### src/rtl/mem_stage.sv
// Memory pipeline stage: registers the EX bus, aligns and extends load data, and drives WB plus ID forwarding.
// Latency: one register stage; load data arrives live from SRAM or from a hold register while stalled.
// Backpressure: stall[3] holds the stage, stall[3] with stall[4] clear inserts a bubble, and flush zeroes it.
module mem_stage #(
    parameter int EX_TO_MEM_WD = 79,
    parameter int MEM_TO_WB_WD = 70,
    parameter int STALL_W      = 6
) (
    input  logic                    clk,
    input  logic                    resetn,
    input  logic                    flush,
    input  logic [STALL_W-1:0]      stall,
    input  logic [EX_TO_MEM_WD-1:0] ex_to_mem_bus,
    input  logic [31:0]             data_sram_rdata,
    output logic [MEM_TO_WB_WD-1:0] mem_to_wb_bus,
    output logic [37:0]             mem_to_id
);

    typedef enum logic [1:0] {
        IDLE  = 2'd0,
        FRESH = 2'd1,
        HELD  = 2'd2
    } rd_state_t;

    rd_state_t               state_q;
    rd_state_t               state_d;
    logic [EX_TO_MEM_WD-1:0] bus_q;
    logic [31:0]             hold_rdata;
    logic                    capture;

    logic stall_mem;
    logic stall_wb;
    logic bubble;
    logic advance;
    logic in_is_load;
    logic unused_stall;

    assign stall_mem    = stall[3];
    assign stall_wb     = stall[4];
    assign bubble       = stall_mem & ~stall_wb;
    assign advance      = ~stall_mem;
    assign unused_stall = ^stall;

    assign in_is_load = ex_to_mem_bus[43] & (ex_to_mem_bus[42:39] == 4'b0000) & ex_to_mem_bus[38];

    always_ff @(posedge clk or negedge resetn) begin
        if (!resetn) begin
            bus_q <= '0;
        end else if (flush || bubble) begin
            bus_q <= '0;
        end else if (advance) begin
            bus_q <= ex_to_mem_bus;
        end
    end

    always_ff @(posedge clk or negedge resetn) begin
        if (!resetn) begin
            state_q <= IDLE;
        end else begin
            state_q <= state_d;
        end
    end

    always_ff @(posedge clk or negedge resetn) begin
        if (!resetn) begin
            hold_rdata <= '0;
        end else if (capture) begin
            hold_rdata <= data_sram_rdata;
        end
    end

    // A load that sits in the register must stop sampling the SRAM port,
    // since the next request may already be driving new read data.
    always_comb begin
        state_d = state_q;
        capture = 1'b0;
        if (flush || bubble) begin
            state_d = IDLE;
        end else if (advance) begin
            state_d = in_is_load ? FRESH : IDLE;
        end else begin
            case (state_q)
                FRESH: begin
                    state_d = HELD;
                    capture = 1'b1;
                end
                HELD:    state_d = HELD;
                default: state_d = IDLE;
            endcase
        end
    end

    logic [2:0]  mem_op;
    logic [31:0] pc;
    logic        is_load;
    logic        rf_we;
    logic [4:0]  rf_waddr;
    logic [31:0] ex_result;
    logic [31:0] rdata_eff;
    logic [7:0]  byte_sel;
    logic [15:0] half_sel;
    logic [31:0] load_data;
    logic [31:0] rf_wdata;

    assign mem_op    = bus_q[78:76];
    assign pc        = bus_q[75:44];
    assign is_load   = bus_q[43] & (bus_q[42:39] == 4'b0000) & bus_q[38];
    assign rf_we     = bus_q[37];
    assign rf_waddr  = bus_q[36:32];
    assign ex_result = bus_q[31:0];

    assign rdata_eff = (state_q == HELD) ? hold_rdata : data_sram_rdata;

    always_comb begin
        byte_sel = rdata_eff[7:0];
        case (ex_result[1:0])
            2'd1:    byte_sel = rdata_eff[15:8];
            2'd2:    byte_sel = rdata_eff[23:16];
            2'd3:    byte_sel = rdata_eff[31:24];
            default: byte_sel = rdata_eff[7:0];
        endcase
    end

    assign half_sel = ex_result[1] ? rdata_eff[31:16] : rdata_eff[15:0];

    always_comb begin
        load_data = rdata_eff;
        case (mem_op)
            3'b001:  load_data = {{24{byte_sel[7]}}, byte_sel};
            3'b010:  load_data = {24'd0, byte_sel};
            3'b011:  load_data = {{16{half_sel[15]}}, half_sel};
            3'b100:  load_data = {16'd0, half_sel};
            default: load_data = rdata_eff;
        endcase
    end

    assign rf_wdata      = is_load ? load_data : ex_result;
    assign mem_to_wb_bus = {pc, rf_we, rf_waddr, rf_wdata};
    assign mem_to_id     = mem_to_wb_bus[37:0];

endmodule

### config.mk
export PLATFORM = sky130hd
export DESIGN_NAME = mem_stage
export DESIGN_NICKNAME = d
export VERILOG_FILES = /design/src/rtl/mem_stage.sv
export SDC_FILE = /design/constraint.sdc
export NUM_CORES = 1
export LEC_CHECK = 0
export ABC_AREA = 1
export BUFFER_PORTS_ARGS = -buffer_cell sky130_fd_sc_hd__buf_4
export CORE_ASPECT_RATIO = 2
export CORE_UTILIZATION = 35
export CTS_CLUSTER_SIZE = 16
export DETAILED_ROUTE_END_ITERATION = 7
export SKIP_CTS_REPAIR_TIMING = 1
export SLEW_MARGIN = 5
export SYNTH_ARGS = -nofsm -noshare
export SYNTH_HDL_FRONTEND = slang
export SYNTH_SLANG_ARGS = --single-unit
### constraint.sdc
create_clock -name clk -period 1.9 [get_ports clk]
set_input_delay 0.285 -clock clk [delete_from_list [all_inputs] [get_ports clk]]
set_output_delay 0.285 -clock clk [all_outputs]
set_load 0.005 [all_outputs]
; ---- Word-level counts from Yosys, hierarchy flattened
; Index checks and enable logic that the tools add are counted.
[word_totals]
ff_bits = 113
input_bits = 120
out_inout_bits = 108
wordCells = 37
[op_classes]
n_eq_ne = 10
n_mux = 14
bitwise_logic = 6
n_reduce_logical = 4
[op_table]
columns = operator, n
row1 = 79-bit 2-to-1 mux, 2
row2 = 32-bit case mux with 4 select lines, 1
row3 = 32-bit 2-to-1 mux, 2
row4 = 8-bit case mux with 3 select lines, 1
row5 = 16-bit 2-to-1 mux, 1
row6 = 4-bit zero test, 2
row7 = 2-bit equality test (second input constant), 3
row8 = 3-bit by 2-bit equality test with 1-bit output (second input constant), 2
row9 = 2-bit 2-to-1 mux, 3
row10 = 1-bit AND, 5
row11 = 2-bit by 1-bit equality test with 1-bit output (second input constant), 2
row12 = 1-bit 2-to-1 mux, 4
row13 = 3-bit by 1-bit equality test with 1-bit output (second input constant), 1
row14 = 3-bit equality test (second input constant), 1
row15 = 2-bit by 1-bit != test with 1-bit output (second input constant), 1
row16 = 2-bit OR reduction, 1
row17 = 1-bit logical OR, 1
row18 = 1-bit inverter, 1

; ---- Longest topological paths before layout
; Gate-level depths: netlist (run 1).
[depth]
word_depth = 6
ltp_mapped = 13
ltp_nobuf = 11

; ---- Least setup slack after synthesis (run 1)
; No wires, ideal clock.
[synth_path]
path_type = flip-flop to output port
startpoint = register state_q[0]
endpoint = output mem_to_wb_bus[5]
t_arrival_ns = 1.737
required_time_ns = 1.615
slack_ns = -0.122
path_stages_with_launch = 12
n_path_buf = 4
cell_sequence = dfrtp_1 > inv_1 > ha_1 > buf_6 > buf_4 > buf_4 > o21ai_0 > nand3_1 > nand2_1 > nand2_1 > a21oi_1 > buf_4
[synth_via]
elab_chain_len = 5
word_cells_on_any_way = 6
cone_classes = 1 x eq/ne / 5 x mux
[synth_rtl]
columns = element, line_no
row1 = start: declaration, 25  ; rd_state_t state_q;
row2 = start signal: assignment, 60  ; state_q <= state_d;
row3 = 2-bit equality test (*), 112  ; assign rdata_eff = (state_q == HELD) ? hold_rdata : data_sram_rdata;
row4 = 32-bit 2-to-1 mux (*), 112
row5 = 8-bit case mux with 3 select lines or 16-bit 2-to-1 mux (tied branches), "116, 124"
row6 = 32-bit case mux with 4 select lines (*), 128  ; case (mem_op)
row7 = 32-bit 2-to-1 mux (*), 137  ; assign rf_wdata = is_load ? load_data : ex_result;
row8 = end: declaration, 15  ; output logic [MEM_TO_WB_WD-1:0] mem_to_wb_bus,
; Mark *: on every way between the ends. The rest lies on a longest branch, timed or not.

; ---- Worst setup path in the final report (run 1)
[layout_path]
startpoint = register state_q[1]
endpoint = output mem_to_id[12]
[layout_via]
elab_chain_len = 5
word_cells_on_any_way = 6
cone_classes = 1 x eq/ne / 5 x mux
[layout_rtl]
columns = element, line_no
row1 = 2-bit equality test (*), 112
row2 = 32-bit 2-to-1 mux (*), 112
row3 = 8-bit case mux with 3 select lines or 16-bit 2-to-1 mux (tied branches), "116, 124"
row4 = 32-bit case mux with 4 select lines (*), 128
row5 = 32-bit 2-to-1 mux (*), 137
row6 = end: declaration, 16  ; output logic [37:0] mem_to_id
; Marked as above.

==> impl_metrics.tcl, run 1 <==
set metrics [dict create \
    status "finished with violations" \
    violations "negative setup slack" \
    first_pass_iters 5 \
    start_kind "register" \
    multi_input_area_um2 2940 \
    clock_latency_ns 0.42 \
    path_delay_family "simple AND/OR/NAND/NOR gates" \
    worst_slew_pin_slew_ns 0.541 \
    path_class "register to primary output" \
    synthToLayoutAreaGrowth_pct 46.1 \
    critPathMaxFanout 6 \
    critPathMaxStageDelay_ns 0.41 \
    dp_hpwl_um 16000 \
    gp_congestion 0.914 \
    vias 6223 \
    wl_um 21600 \
    die_area_um2 19400 \
    path_clk_slew_ns 0.05 \
    finalHoldViolCount 0 \
    grt_usage 0.220 \
    min_period_ns 2.49 \
    drtIter0Drc 256 \
    crit_path_end_kind "primary output" \
    fin_crit_sh 1.31 \
    wl_met1_um 7650 \
    drc 0 \
    grt_start_max_net_pins 77 \
    required_ns 1.62 \
    place_ws_ns -0.519 \
    cts_buffers 17 \
    skew_ns 0.00424 \
    finalSetupViolCount 64 \
    n_antenna_cell 0 \
    post_drt_wl_per_cell_um 17.3 \
    wl_met3_um 905 \
    max-cap-violations 0 \
    antenna_found_initial 0 \
    rsz0062_at_grt "yes" \
    ant_nets 0 \
    row_count 70 \
    ys_seq_elements 113 \
    die_y_um 196 \
    fillerInstances 1741 \
    power.density_nw_per_um2 698 \
    ys_seq_area_frac 0.430 \
    path_cells "ha_4 > buf_6 > o21ai_4 > nand2_2 > nand3_4 > nand3_4 > buf_12 > nand3_2 > nand2_2 > nand2_2 > buf_4" \
    min_delay_worst_endpoint "bus_q[8]" \
    reg2reg_depth 5 \
    die_w_um 99.0 \
    cp_slowest_cell "dfrtp_1" \
    syn_nets 939 \
    netlist_area_um2 6580 \
    drive_above_1_share 0.464 \
    ir_worst_vdd_mv 0.643 \
    final_nets 1141 \
    syn_avg_cell_area_um2 8.05 \
    h-tree-depth 4 \
    relSlewSlack 0.639 \
    layout_common_cells "270 x buf_4, 140 x nand2_1, 112 x dfrtp_1, 77 x inv_1, 71 x o21ai_0" \
    core-area_um2 18300 \
    cts.sinks 113 \
    grt.overflow.total 0 \
    viasPerCell 4.99 \
    port_buffers 223 \
    regArea_um2 2830 \
    grt_pass1_vias 6178 \
    crit_top_cell "nand2_2" \
    min-delay-start "ex_to_mem_bus[8]" \
    yosysWarnings 0 \
    boundaryPins 228 \
    routed.top_layer "met4" \
    syn-instance-count 817 \
    synth_cell_types 29 \
    r2r_start "state_q[0]" \
    setup_ws_ns -0.592 \
    worst_r2r_endpoint "hold_rdata[22]" \
    hold_depth 3 \
    fin_area_um2 9610 \
    hold_path.class "input pin to register" \
    crit_buf_inv 3 \
    max_clock_freq_ghz 0.401 \
    clock_path_buffers 2 \
    slew_violations 0 \
    final_common_cell "buf_4" \
    rrSetupSlack_ns 0.35 \
    initial_utilization 0.359 \
    crit_arrival_ns 2.21 \
    placed_area_um2 8410 \
    met2_length_um 12000 \
    cts-root-buf "clkbuf_16" \
    leakage_nw 4.91 \
    grt_pass1_wl_um 32200 \
    cts_tree "yes" \
]
-- synth_stat cells --
cell type | instances | area share
inv_2 | 6 | 0.0034
nand2_1 | 183 | 0.10
buf_2 | 11 | 0.0084
or2_2 | 2 | 0.0019
ha_1 | 2 | 0.0038
buf_12 | 1 | 0.0030
nand3_2 | 13 | 0.020
nand3_1 | 64 | 0.049
a21oi_1 | 35 | 0.027
mux2_2 | 4 | 0.0068
buf_1 | 2 | 0.0011
nor3_1 | 2 | 0.0015
o21ai_0 | 95 | 0.072
mux2_1 | 1 | 0.0017
buf_6 | 4 | 0.0068
o211ai_1 | 3 | 0.0034
clkbuf_1 | 27 | 0.015
buf_4 | 82 | 0.094
a22oi_2 | 1 | 0.0019
o21ai_2 | 2 | 0.0027
nor2_2 | 1 | 0.00095
nor2_1 | 11 | 0.0063
nor2_4 | 2 | 0.0034
o22ai_1 | 2 | 0.0019
a32o_1 | 46 | 0.070
nand2_2 | 5 | 0.0048
inv_1 | 96 | 0.055
dfrtp_1 | 113 | 0.43
or2_1 | 1 | 0.00095
-- worst max path at each step --
stage,end,start,cells after the start
2_1_floorplan,mem_to_wb_bus[30],state_q[0],13
3_3_place_gp,mem_to_id[8],state_q[0],13
3_5_place_dp,mem_to_id[8],state_q[0],13
4_1_cts,mem_to_id[8],state_q[0],13
5_1_grt,mem_to_id[16],state_q[0],11
6_report,mem_to_id[12],state_q[1],11
-- registers in the layout, summed over array words and instances (netlist names) --
name	cells
hold_rdata	32
bus_q	79
state_q	2
-- layer usage --
metal,track usage,vias to the layer above
met5,0,-
met4,0.140,0
met3,0.0420,50
met2,0.405,210
met1,0.223,2939
li1,-,3024
-- worst reg2reg max path: stages, from the launching register on --
cell and delay (ns):
dfrtp_1 0.38, buf_4 0.13, ha_1 0.19, nand2_1 0.11, buf_12 0.24, mux2_2 0.39
-- where the power goes --
part / switching, mW / total, mW / internal, mW
combinational: 0.578 / 1.16 / 0.584
clock: 1.12 / 3.00 / 1.88
sequential: 0.0475 / 2.55 / 2.50
-- area by class of cell --
type | instances | area share
clock inverter | 10 | 0.00898
multi-input combinational | 475 | 0.306
tap | 216 | 0.0281
inverter | 102 | 0.0406
timing repair buffer | 310 | 0.273
clock buffer | 21 | 0.0489
sequential | 113 | 0.294
-- cells by family after synthesis --
logic type,Yosys count,share of synthesized area
mux,5,0.00856
compound gates,184,0.179
simple gates,284,0.193
fa+ha+maj,2,0.00380
buf+inv,229,0.187
flops,113,0.430
-- through the flow --
step           hold slack, ns  total power [mW]  cells   util  setup TNS, ns
2_1_floorplan         -0.0106              3.10    817      -         -0.393
3_3_place_gp            0.291              3.64   1205  0.459         -13.78
3_5_place_dp            0.293              3.64   1205  0.459         -14.44
4_1_cts                -0.150              6.67   1236  0.490         -43.64
5_1_grt                0.0984              6.98   1247  0.525         -42.42
6_report                0.105              6.71   1247  0.525         -35.61
(Power assumes the default switching activity.)
==> run 2: changes to the inputs <==
--- a/config.mk
+++ b/config.mk
@@ -12,6 +12,7 @@
 export CTS_CLUSTER_SIZE = 16
 export DETAILED_ROUTE_END_ITERATION = 7
 export SKIP_CTS_REPAIR_TIMING = 1
+export SKIP_LAST_GASP = 1
 export SLEW_MARGIN = 5
 export SYNTH_ARGS = -nofsm -noshare
 export SYNTH_HDL_FRONTEND = slang
==> impl_metrics.tcl, run 2 (synthesis results as in run 1) <==
set metrics [dict create \
    status "finished with violations" \
    violations "negative setup slack" \
    min_period_ns 2.49 \
    final_cells 1247 \
    power.density_nw_per_um2 699 \
    finalSetupViolCount 64 \
    cts-root-buf "clkbuf_16" \
    path_class "register to primary output" \
    post_drt_wl_per_cell_um 17.2 \
    min_delay_worst_endpoint "bus_q[8]" \
    cp_slowest_cell "dfrtp_1" \
    hold_depth 3 \
    fin_crit_sh 1.31 \
    viasPerCell 5.00 \
    rrSetupSlack_ns 0.35 \
    path_cells "inv_2 > ha_4 > inv_6 > nand2_1 > o21ai_1 > buf_4 > a21oi_4 > o21ai_2 > nand2_1 > nand2_2 > o21ai_4 > buf_4 > buf_4" \
    rsz0062_at_grt "yes" \
    finalHoldViolCount 0 \
    leakage_nw 4.90 \
    ant_nets 0 \
    max_clock_freq_ghz 0.402 \
    antenna_found_initial 0 \
    drive_above_1_share 0.460 \
    start_kind "register" \
    required_ns 1.62 \
    cts.sinks 113 \
    core-area_um2 18300 \
    boundaryPins 228 \
    final_util 0.524 \
    worst_slew_pin_slew_ns 0.544 \
    dp_hpwl_um 16000 \
    first_pass_iters 5 \
    reg2reg_depth 5 \
    path_clk_slew_ns 0.05 \
    clock_latency_ns 0.42 \
    layout_common_cells "271 x buf_4, 143 x nand2_1, 112 x dfrtp_1, 77 x inv_1, 74 x o21ai_0" \
    die_w_um 99.0 \
    wl_um 21500 \
    grt_start_max_net_pins 77 \
    die_y_um 196 \
    slew_violations 0 \
    placed_cells 1205 \
    largest_register_ffs 79 \
    grt.overflow.total 0 \
    setup_ws_ns -0.588 \
    final_nets 1141 \
    grt_usage 0.220 \
    die_area_um2 19400 \
    drtIter0Drc 272 \
    initial_utilization 0.359 \
    cts_buffers 17 \
    critPathMaxFanout 8 \
    ir_worst_vdd_mv 0.641 \
    h-tree-depth 4 \
    final_common_cell "buf_4" \
    crit_top_cell "buf_4" \
    cts_tree "yes" \
    n_antenna_cell 0 \
    path_delay_family "buffers and inverters" \
    gp_congestion 0.914 \
    path_depth 13 \
    crit_buf_inv 5 \
    max-cap-violations 0 \
    port_buffers 223 \
    grt_pass1_wl_um 32200 \
    clock_path_buffers 2 \
    crit_arrival_ns 2.20 \
    hold_path.class "input pin to register" \
    skew_ns 0.00421 \
    critPathMaxStageDelay_ns 0.38 \
    worst_r2r_endpoint "hold_rdata[22]" \
    reg_top3 "bus_q: 79 flops, hold_rdata: 32 flops, state_q: 2 flops" \
    row_count 70 \
    crit_path_end_kind "primary output" \
    drc 0 \
    relSlewSlack 0.638 \
    grt_pass1_vias 6178 \
    top_register "bus_q" \
    min-delay-start "ex_to_mem_bus[8]" \
    vias 6236 \
    synthToLayoutAreaGrowth_pct 45.7 \
    r2r_start "state_q[0]" \
]
## run 2: changes by cell type in the layout (fill, tap and decap cells not counted)
cell	delta
nand3_1	+1
buf_6	-1
nand2_1	+3
nand2_2	-3
nand3_4	-1
buf_4	+1
o21ai_0	+3
o21ai_1	-3
## run 2: layout make-up
| class | instances | area, um2 |
|---|---|---|
| Clock buffer | 21 | 470 |
| Clock inverter | 10 | 86.3 |
| Fill cell | 1743 | 8720 |
| Inverter | 102 | 390 |
| Multi-Input combinational cell | 475 | 2920 |
| Sequential cell | 113 | 2830 |
| Tap cell | 216 | 270 |
| Timing Repair Buffer | 310 | 2620 |
## run 2: worst max path at each step
stage / from / endpoint / slack, ns
6_report: state_q[0] / mem_to_wb_bus[8] / -0.59
5_1_grt: state_q[0] / mem_to_id[16] / -0.71
4_1_cts: state_q[0] / mem_to_id[8] / -0.98
3_5_place_dp: state_q[0] / mem_to_id[8] / -0.52
3_3_place_gp: state_q[0] / mem_to_id[8] / -0.54
2_1_floorplan: state_q[0] / mem_to_wb_bus[30] / -0.04
## run 2: tightest hold or removal path: stages
cell and delay (ns):
buf_4 0.07, nand3_1 0.06, o21ai_0 0.06
## run 2: report_power, final
part / internal [mW] / switching, mW
Clock: 1.88 / 1.12
Sequential: 2.50 / 0.0474
Combinational: 0.582 / 0.575
Total: 4.96 / 1.74
## run 2: per-stage QoR
stage | setup TNS, ns | setup WS [ns] | power (mW) | hold slack [ns] | instance area (um2)
detailed placement | -14.44 | -0.519 | 3.64 | 0.293 | 8410
finish | -35.54 | -0.588 | 6.70 | 0.106 | 9590
global placement | -13.78 | -0.541 | 3.64 | 0.291 | 8410
floorplan | -0.393 | -0.0350 | 3.10 | -0.0106 | 6630
CTS | -43.64 | -0.977 | 6.67 | -0.150 | 8960
global route | -42.55 | -0.705 | 6.98 | 0.0984 | 9590
## run 2: per-layer routing
metal  part of all wire  global-route usage  vias to the layer above  wire length (um)
li1                   -                   -                     3023                 -
met1               0.35               0.223                     2959              7630
met5                  0                   0                        -                 0
met4              0.048               0.140                        0              1030
met3              0.041              0.0420                       50               883
met2               0.56               0.405                      204             12000
